### src/rtl/cpu_wait_gen.sv
// CPU wait-state generator: programmable per-cycle-type wait T-states, masked
// device wait merging, device-hold timeout watchdog and wait statistics.
module cpu_wait_gen #(
   parameter int unsigned CNT_W  = 3,
   parameter int unsigned N_DEV  = 4,
   parameter int unsigned TO_W   = 12,
   parameter int unsigned STAT_W = 16
) (
   input  logic              clk,
   input  logic              reset,
   input  logic              ce,
   input  logic              m1,
   input  logic              mreq,
   input  logic              iorq,
   input  logic              rfsh,
   input  logic [CNT_W-1:0]  wait_m1,
   input  logic [CNT_W-1:0]  wait_io,
   input  logic [CNT_W-1:0]  wait_mem,
   input  logic [N_DEV-1:0]  dev_wait,
   input  logic [N_DEV-1:0]  dev_mask,
   input  logic [TO_W-1:0]   to_limit,
   input  logic              to_clr,
   input  logic              stat_clr,
   output logic              wait_n,
   output logic [1:0]        busy,
   output logic              to_flag,
   output logic [STAT_W-1:0] stat_cnt
);

   typedef enum logic [1:0] {
      IDLE  = 2'd0,
      COUNT = 2'd1,
      HOLD  = 2'd2,
      DONE  = 2'd3
   } state_t;

   state_t            state, state_nxt;
   logic [CNT_W-1:0]  cnt, cnt_nxt, load_val;
   logic [TO_W-1:0]   to_cnt, to_cnt_nxt, to_cnt_inc;
   logic              act, act_q, cyc_start, dev_act;
   logic              wait_n_nxt, timeout;

   assign act        = m1 | iorq | (mreq & ~rfsh);
   assign cyc_start  = act & ~act_q;
   assign dev_act    = |(dev_wait & dev_mask);
   assign to_cnt_inc = to_cnt + TO_W'(1);
   assign busy       = state;

   // M1 outranks IORQ so that interrupt acknowledge uses the M1 wait count
   always_comb begin
      if (m1)
         load_val = wait_m1;
      else if (iorq)
         load_val = wait_io;
      else
         load_val = wait_mem;
   end

   always_comb begin
      state_nxt  = state;
      cnt_nxt    = cnt;
      to_cnt_nxt = to_cnt;
      wait_n_nxt = wait_n;
      timeout    = 1'b0;
      if (ce) begin
         case (state)
            IDLE: begin
               if (cyc_start) begin
                  if (load_val != '0) begin
                     state_nxt  = COUNT;
                     cnt_nxt    = load_val;
                     wait_n_nxt = 1'b0;
                  end else if (dev_act) begin
                     state_nxt  = HOLD;
                     wait_n_nxt = 1'b0;
                  end else begin
                     state_nxt  = DONE;
                     wait_n_nxt = 1'b1;
                  end
               end
            end
            COUNT: begin
               if (!act) begin
                  state_nxt  = IDLE;
                  cnt_nxt    = '0;
                  wait_n_nxt = 1'b1;
               end else begin
                  cnt_nxt = cnt - CNT_W'(1);
                  if (cnt == CNT_W'(1)) begin
                     if (dev_act) begin
                        state_nxt = HOLD;
                     end else begin
                        state_nxt  = DONE;
                        wait_n_nxt = 1'b1;
                     end
                  end
               end
            end
            HOLD: begin
               if (!dev_act) begin
                  state_nxt  = DONE;
                  wait_n_nxt = 1'b1;
                  to_cnt_nxt = '0;
               end else if ((to_limit != '0) && (to_cnt_inc == to_limit)) begin
                  state_nxt  = DONE;
                  wait_n_nxt = 1'b1;
                  to_cnt_nxt = '0;
                  timeout    = 1'b1;
               end else begin
                  to_cnt_nxt = to_cnt_inc;
               end
            end
            DONE: begin
               wait_n_nxt = 1'b1;
               if (!act)
                  state_nxt = IDLE;
            end
            default: begin
               state_nxt  = IDLE;
               wait_n_nxt = 1'b1;
            end
         endcase
      end
   end

   always_ff @(posedge clk) begin
      if (reset) begin
         state    <= IDLE;
         cnt      <= '0;
         to_cnt   <= '0;
         wait_n   <= 1'b1;
         act_q    <= 1'b0;
         to_flag  <= 1'b0;
         stat_cnt <= '0;
      end else begin
         state  <= state_nxt;
         cnt    <= cnt_nxt;
         to_cnt <= to_cnt_nxt;
         wait_n <= wait_n_nxt;
         if (ce) begin
            act_q <= act;
            // a timeout in the same T-state as a clear must stay visible
            if (timeout)
               to_flag <= 1'b1;
            else if (to_clr)
               to_flag <= 1'b0;
            if (stat_clr)
               stat_cnt <= '0;
            else if (!wait_n && (stat_cnt != '1))
               stat_cnt <= stat_cnt + STAT_W'(1);
         end
      end
   end

endmodule

### config.mk
export PLATFORM = sky130hd
export DESIGN_NAME = cpu_wait_gen
export DESIGN_NICKNAME = d
export VERILOG_FILES = /design/src/rtl/cpu_wait_gen.sv
export SDC_FILE = /design/constraint.sdc
export NUM_CORES = 1
export LEC_CHECK = 0
export BUFFER_PORTS_ARGS = -buffer_cell sky130_fd_sc_hd__buf_4
export CORE_MARGIN = 5
export CORE_UTILIZATION = 46
export CTS_BUF_LIST = sky130_fd_sc_hd__clkbuf_2
export CTS_CLUSTER_SIZE = 12
export DETAILED_ROUTE_END_ITERATION = 12
export PLACE_DENSITY_LB_ADDON = 0.1
export RECOVER_POWER = 25
export SKIP_LAST_GASP = 1
export SYNTH_ARGS = -nofsm -noshare
export SYNTH_HDL_FRONTEND = slang
export SYNTH_SLANG_ARGS = --single-unit
### constraint.sdc
create_clock -name clk -period 2.3 [get_ports clk]
set_input_delay 0.23 -clock clk [delete_from_list [all_inputs] [get_ports clk]]
set_output_delay 0.23 -clock clk [all_outputs]
set_load 0.01 [all_outputs]
==> Word-level counts from Yosys, hierarchy flattened <==
Cells that the tools add are included.
W data, S select, Z words.
{ "classes": {"n_addsub": 3, "n_eq_ne": 12, "mux": 34, "bitwise_logic": 7, "n_reduce_logical": 16} }
{ "ops": {"columns": ["op", "count"], "rows": [
  ["$mux W16", 2],
  ["$mux W12", 2],
  ["$add A16 B1 Y16 const B", 1],
  ["$ne A16 B16 Y1 const B", 1],
  ["$mux W1", 15],
  ["$mux W3", 5],
  ["$mux W2", 7],
  ["$add A12 B1 Y12 const B", 1],
  ["$eq A12 B12 Y1", 1],
  ["$reduce_bool A12 Y1", 1],
  ["$reduce_and A5 Y1", 2],
  ["$ne A3 B3 Y1 const B", 3],
  ["$pmux W2 S4", 1],
  ["$ne A2 B2 Y1 const B", 3],
  ["$pmux W3 S2", 1],
  ["$reduce_and A2 Y1", 3],
  ["$reduce_bool A2 Y1", 3],
  ["$and A4 B4 Y4", 1],
  ["$eq A2 B2 Y1 const B", 2],
  ["$pmux W1 S4", 1],
  ["$reduce_and A4 Y1", 1],
  ["$reduce_or A4 Y1", 1],
  ["$eq A3 B1 Y1 const B", 1],
  ["$reduce_bool A3 Y1", 1],
  ["8 further kinds", 12]
]} }
{ "word_totals": {"ff_bits": 36, "input_bits": 38, "word_cells": 79} }

==> Depth between registers and ports, before layout <==
{ "depth": {"word_depth": 9, "ltp_mapped": 9, "mapped_depth_nobuf": 8} }

==> Worst setup path after synthesis <==
Ideal clock, no wire load.
{ "synth_timing": {"path_kind": "register to register", "from": "register to_cnt[0]", "to": "register wait_n", "setup_time_ps": 72, "arrival_time_ps": 2370, "required_time_ps": 2228, "slack_ps": -141, "stages_incl_launch_ff": 9, "n_path_buf": 0, "synth_period_minus_slack_ps": 2441, "path_cell_list": "dfxtp_1 > ha_1 > nand3_4 > or4_4 > xnor2_1 > a211oi_1 > nand4_2 > a211oi_1 > mux2i_1"} }
{ "synth_between": {"elab_chain_cells": 5} }
{ "synth_rtl": {"columns": ["item", "line_no", "text"], "rows": [
  ["start: declaration", "39", "logic [TO_W-1:0] to_cnt, to_cnt_nxt, to_cnt_inc;"],
  ["start signal: assignment", "138", "to_cnt <= to_cnt_nxt;"],
  ["$add A12 B1 Y12", "46", "assign to_cnt_inc = to_cnt + TO_W'(1);"],
  ["$eq A12 B12 Y1", "104", "end else if ((to_limit != '0) && (to_cnt_inc == to_limit)) begin"],
  ["$logic_and A1 B1 Y1", "104", null],
  ["$ne A3 B3 Y1 (no source line)", null, null],
  ["$reduce_and A5 Y1 (no source line)", null, null],
  ["end signal: assignment", "139", "wait_n <= wait_n_nxt;"],
  ["end: declaration", "24", "output logic wait_n,"]
]} }
No other way between the ends.
A chain may end at the register's enable or synchronous reset.

==> Final worst setup path <==
Ends and elaborated chain as after synthesis.

==> results.ini <==
[logic_synthesis]
yosysUniqueCellTypes = 54
synth-edff-count = 0
ys_warn_count = 0
synth-seq-cells = 36
avgSynthCellArea_um2 = 7.75
yosys.area.top_type = dfxtp_1
netlist_area_um2 = 2420
ys_seq_area_share_pct = 29.8
synth_async_sr_flop_share_pct = 0
synth_area_leaders = dfxtp_1 30%, nand4_1 6.0%, nor2_1 5.4%
yosys_most_used_dff = dfxtp_1
synthCells = 312
synth_top_area_share_pct = 29.8
syn-num-nets = 354

[floorplanning]
dieArea_um2 = 6800
core_um2 = 5110
die_y_um = 82.5
boundaryPins = 58
row_count = 26
initial_core_util_pct = 47.3
die_w_um = 82.5

[pwr]
power_leakage_nw = 1.19
max-vdd-ir-drop_mv = 0.406
power_density_nw_per_um2 = 381

[setup_path]
arrival_ps = 2520
r2r_cells = 9
crit_slowest_cell = or4_4
cpPeakStageDelay_ps = 440
crit_path_max_fanout = 5
start_kind = flip-flop
crit_chain = ha_4 -> nand3_4 -> or4_4 -> xnor2_2 -> a211oi_2 -> buf_4 -> nand4_4 -> a211oi_2 -> mux2i_1
required_ps = 2620
crit_top_cell = a211oi_2
path_class = reg -> reg
end_kind = flip-flop

[timing]
setup_viol = 0
hold_violations = 0
drv_slew = 0
skew_ps = 13.7
worst_pin_slew_ps = 579
finalCritPeriodShare_pct = 95.4
rsz0062_at_grt = true
slew_headroom_pct = 61.1
max_freq_mhz = 456
finalCriticalPeriod_ps = 2190

[finish]
final_nets = 427
final_util_pct = 62.3
finalNonFillerCells = 456
multiInputGateArea_um2 = 1660
ff_latch_area_um2 = 727
nFillCells = 490
area_growth_pct = 31.6
drive_gt1_share_pct = 28.0
insertedDiodeCount = 0

[clock_network]
clk_latency_ps = 380
clockRootBuffer = clkbuf_2
clk_path_buf_depth = 2
tritoncts = yes
cts-htree-levels = 2
clock-sinks = 36
cts_made_buffers = 5
holdBufCountCts = 0
clkTransAtPathRegs_ps = 190

[hold_path]
hold_path.class = in -> reg
hold_path_depth = 4

[route]
drtIter0Drc = 130
finalWirelength_um = 6480
vias_per_cell = 5.51
wl_per_cell_um = 14.2
via_count = 2511
drt_pass1_iterations = 4
ant_nets = 0
drc = 0

[placed_design]
globalplace.congestion = 0.860
hpwlAfterDp_um = 4670
dp.cells = 443
numPortBuffers = 57

[status]
status = finished, final reports clean

[global_routing]
track_usage_pct = 19.2
grt_antenna_before_repair = 0
grt_start_max_net_pins = 29
grt_pass1_wl_um = 10400
overflow = 0
grt_pass1_vias = 2392

[job]
maxCapViolCount = 0

-- state kept, by name, indices dropped and copies added (netlist names) --
signal,cells
wait_n,1
busy,2
stat_cnt,16
to_flag,1
to_cnt,12
act_q,1
cnt,3
-- cells in the mapped netlist, types with 2 or more instances --
master	number
o21ai_0	6
a311oi_1	2
xor2_1	14
ha_1	4
and4_1	3
and2_1	3
nor3_1	5
o32ai_1	2
nor2b_1	5
nand4_1	23
or3_1	3
buf_2	7
clkbuf_1	10
nor2_1	35
a21oi_1	10
mux2_2	3
dfxtp_1	36
nand2b_1	4
nor4_1	5
and3_1	2
a22oi_1	2
a211oi_1	7
o31ai_1	4
inv_1	12
a31oi_1	10
nand2_1	29
nand3b_1	2
nand3_1	15
nor3b_1	6
xnor2_1	15
mux2i_1	5
-- power by group --
group / switching (mW) / internal, mW
clock network: 0.220 / 0.0736
registers: 0.0211 / 0.641
logic: 0.128 / 0.126
-- critical path, delay by kind of cell (launching register included) --
family | cells | cell delay, ps
DFF | 1 | 390
xor gates and xnor gates | 1 | 160
adders and majority gates | 1 | 150
buffers and inverters | 1 | 170
and+or+nand+nor | 3 | 650
muxes | 1 | 200
AOI/OAI and AO/OA | 2 | 420
-- kinds of logic (layout without fill, tap and decap cells) --
| family | after synthesis | after routing | synth area share (%) |
|---|---|---|---|
| AO/OA/AOI/OAI | 54 | 54 | 15.2 |
| XOR/XNOR | 29 | 29 | 10.5 |
| adder cells (fa/ha/maj) | 4 | 4 | 2.07 |
| buffers and inverters | 32 | 105 | 5.80 |
| flip-flops | 36 | 36 | 29.8 |
| multiplexers | 8 | 8 | 3.47 |
| AND/OR/NAND/NOR | 149 | 150 | 33.1 |
-- path summary, 6_finish.rpt --
| kind | start | to | slack [ps] |
|---|---|---|---|
| worst max-delay path | to_cnt[0] | wait_n | 110 |
| worst min-delay path | to_clr | to_flag | 100 |
| worst max register to register | to_cnt[0] | wait_n | 110 |
| worst min register to register | to_flag | to_flag | 480 |
-- through the flow --
step | setup slack (ps) | TNS (ps) | instance area (um^2) | power [mW] | hold slack [ps]
global route | -34.3 | -34.3 | 3180 | 1.29 | 59.5
CTS | 5.99 | 0 | 3090 | 1.22 | 71.8
detailed placement | -63.2 | -549 | 3040 | 0.921 | 466
floorplan | 35.1 | 0 | 2440 | 0.817 | 415
finish | 106 | 0 | 3180 | 1.21 | 96.4
global placement | 23.0 | 0 | 3040 | 0.918 | 461
-- placed cells by master (no fill, tap or decap), drive strengths merged, types with 2 or more instances in the layout --
master,Yosys,layout
nand2,29,29
clkbuf,10,18
clkinv,0,3
o21ai,7,7
or2,2,2
and4,3,3
nor4,5,5
or3,3,3
inv,12,12
a22oi,2,2
a311oi,2,2
nor2,36,36
a211oi,7,7
nand3b,2,2
o31ai,4,4
ha,4,4
a31oi,10,10
nand3,17,17
buf,10,72
dfxtp,36,36
nor2b,5,5
and3,2,2
a21oi,10,10
nand2b,4,4
nor3,5,5
o32ai,2,2
nand4,24,25
xnor2,15,15
nor3b,6,6
mux2i,5,5
mux2,3,3
and2,3,3
xor2,14,14
-- layer usage --
metal / share of wire, % / vias to the layer above / GRT usage (%)
met1: 46 / 1169 / 23.8
met2: 49 / 59 / 34.2
met5: 0 / - / 0
li1: - / 1278 / -
met4: 0.80 / 0 / 4.08
met3: 4.4 / 5 / 4.12
-- area by class of cell --
type | instances | area share, %
inverters | 12 | 1.42
well taps | 70 | 2.75
clock buffers | 5 | 0.787
flip-flops and latches | 36 | 22.9
repair buffers | 85 | 19.6
multi-input cells | 245 | 52.0
clock inverters | 3 | 0.590
-- timing repair --
item | 4_1_cts | 5_1_grt
pin swaps | 3 | 5
resized for setup | 1 | 18
endpoints found under the setup margin | 13 | 25
hold endpoints to repair | 0 | 0
gates cloned | 0 | 2
setup buffers | 1 | 2
No activity file was read; power rests on OpenSTA's default activity.
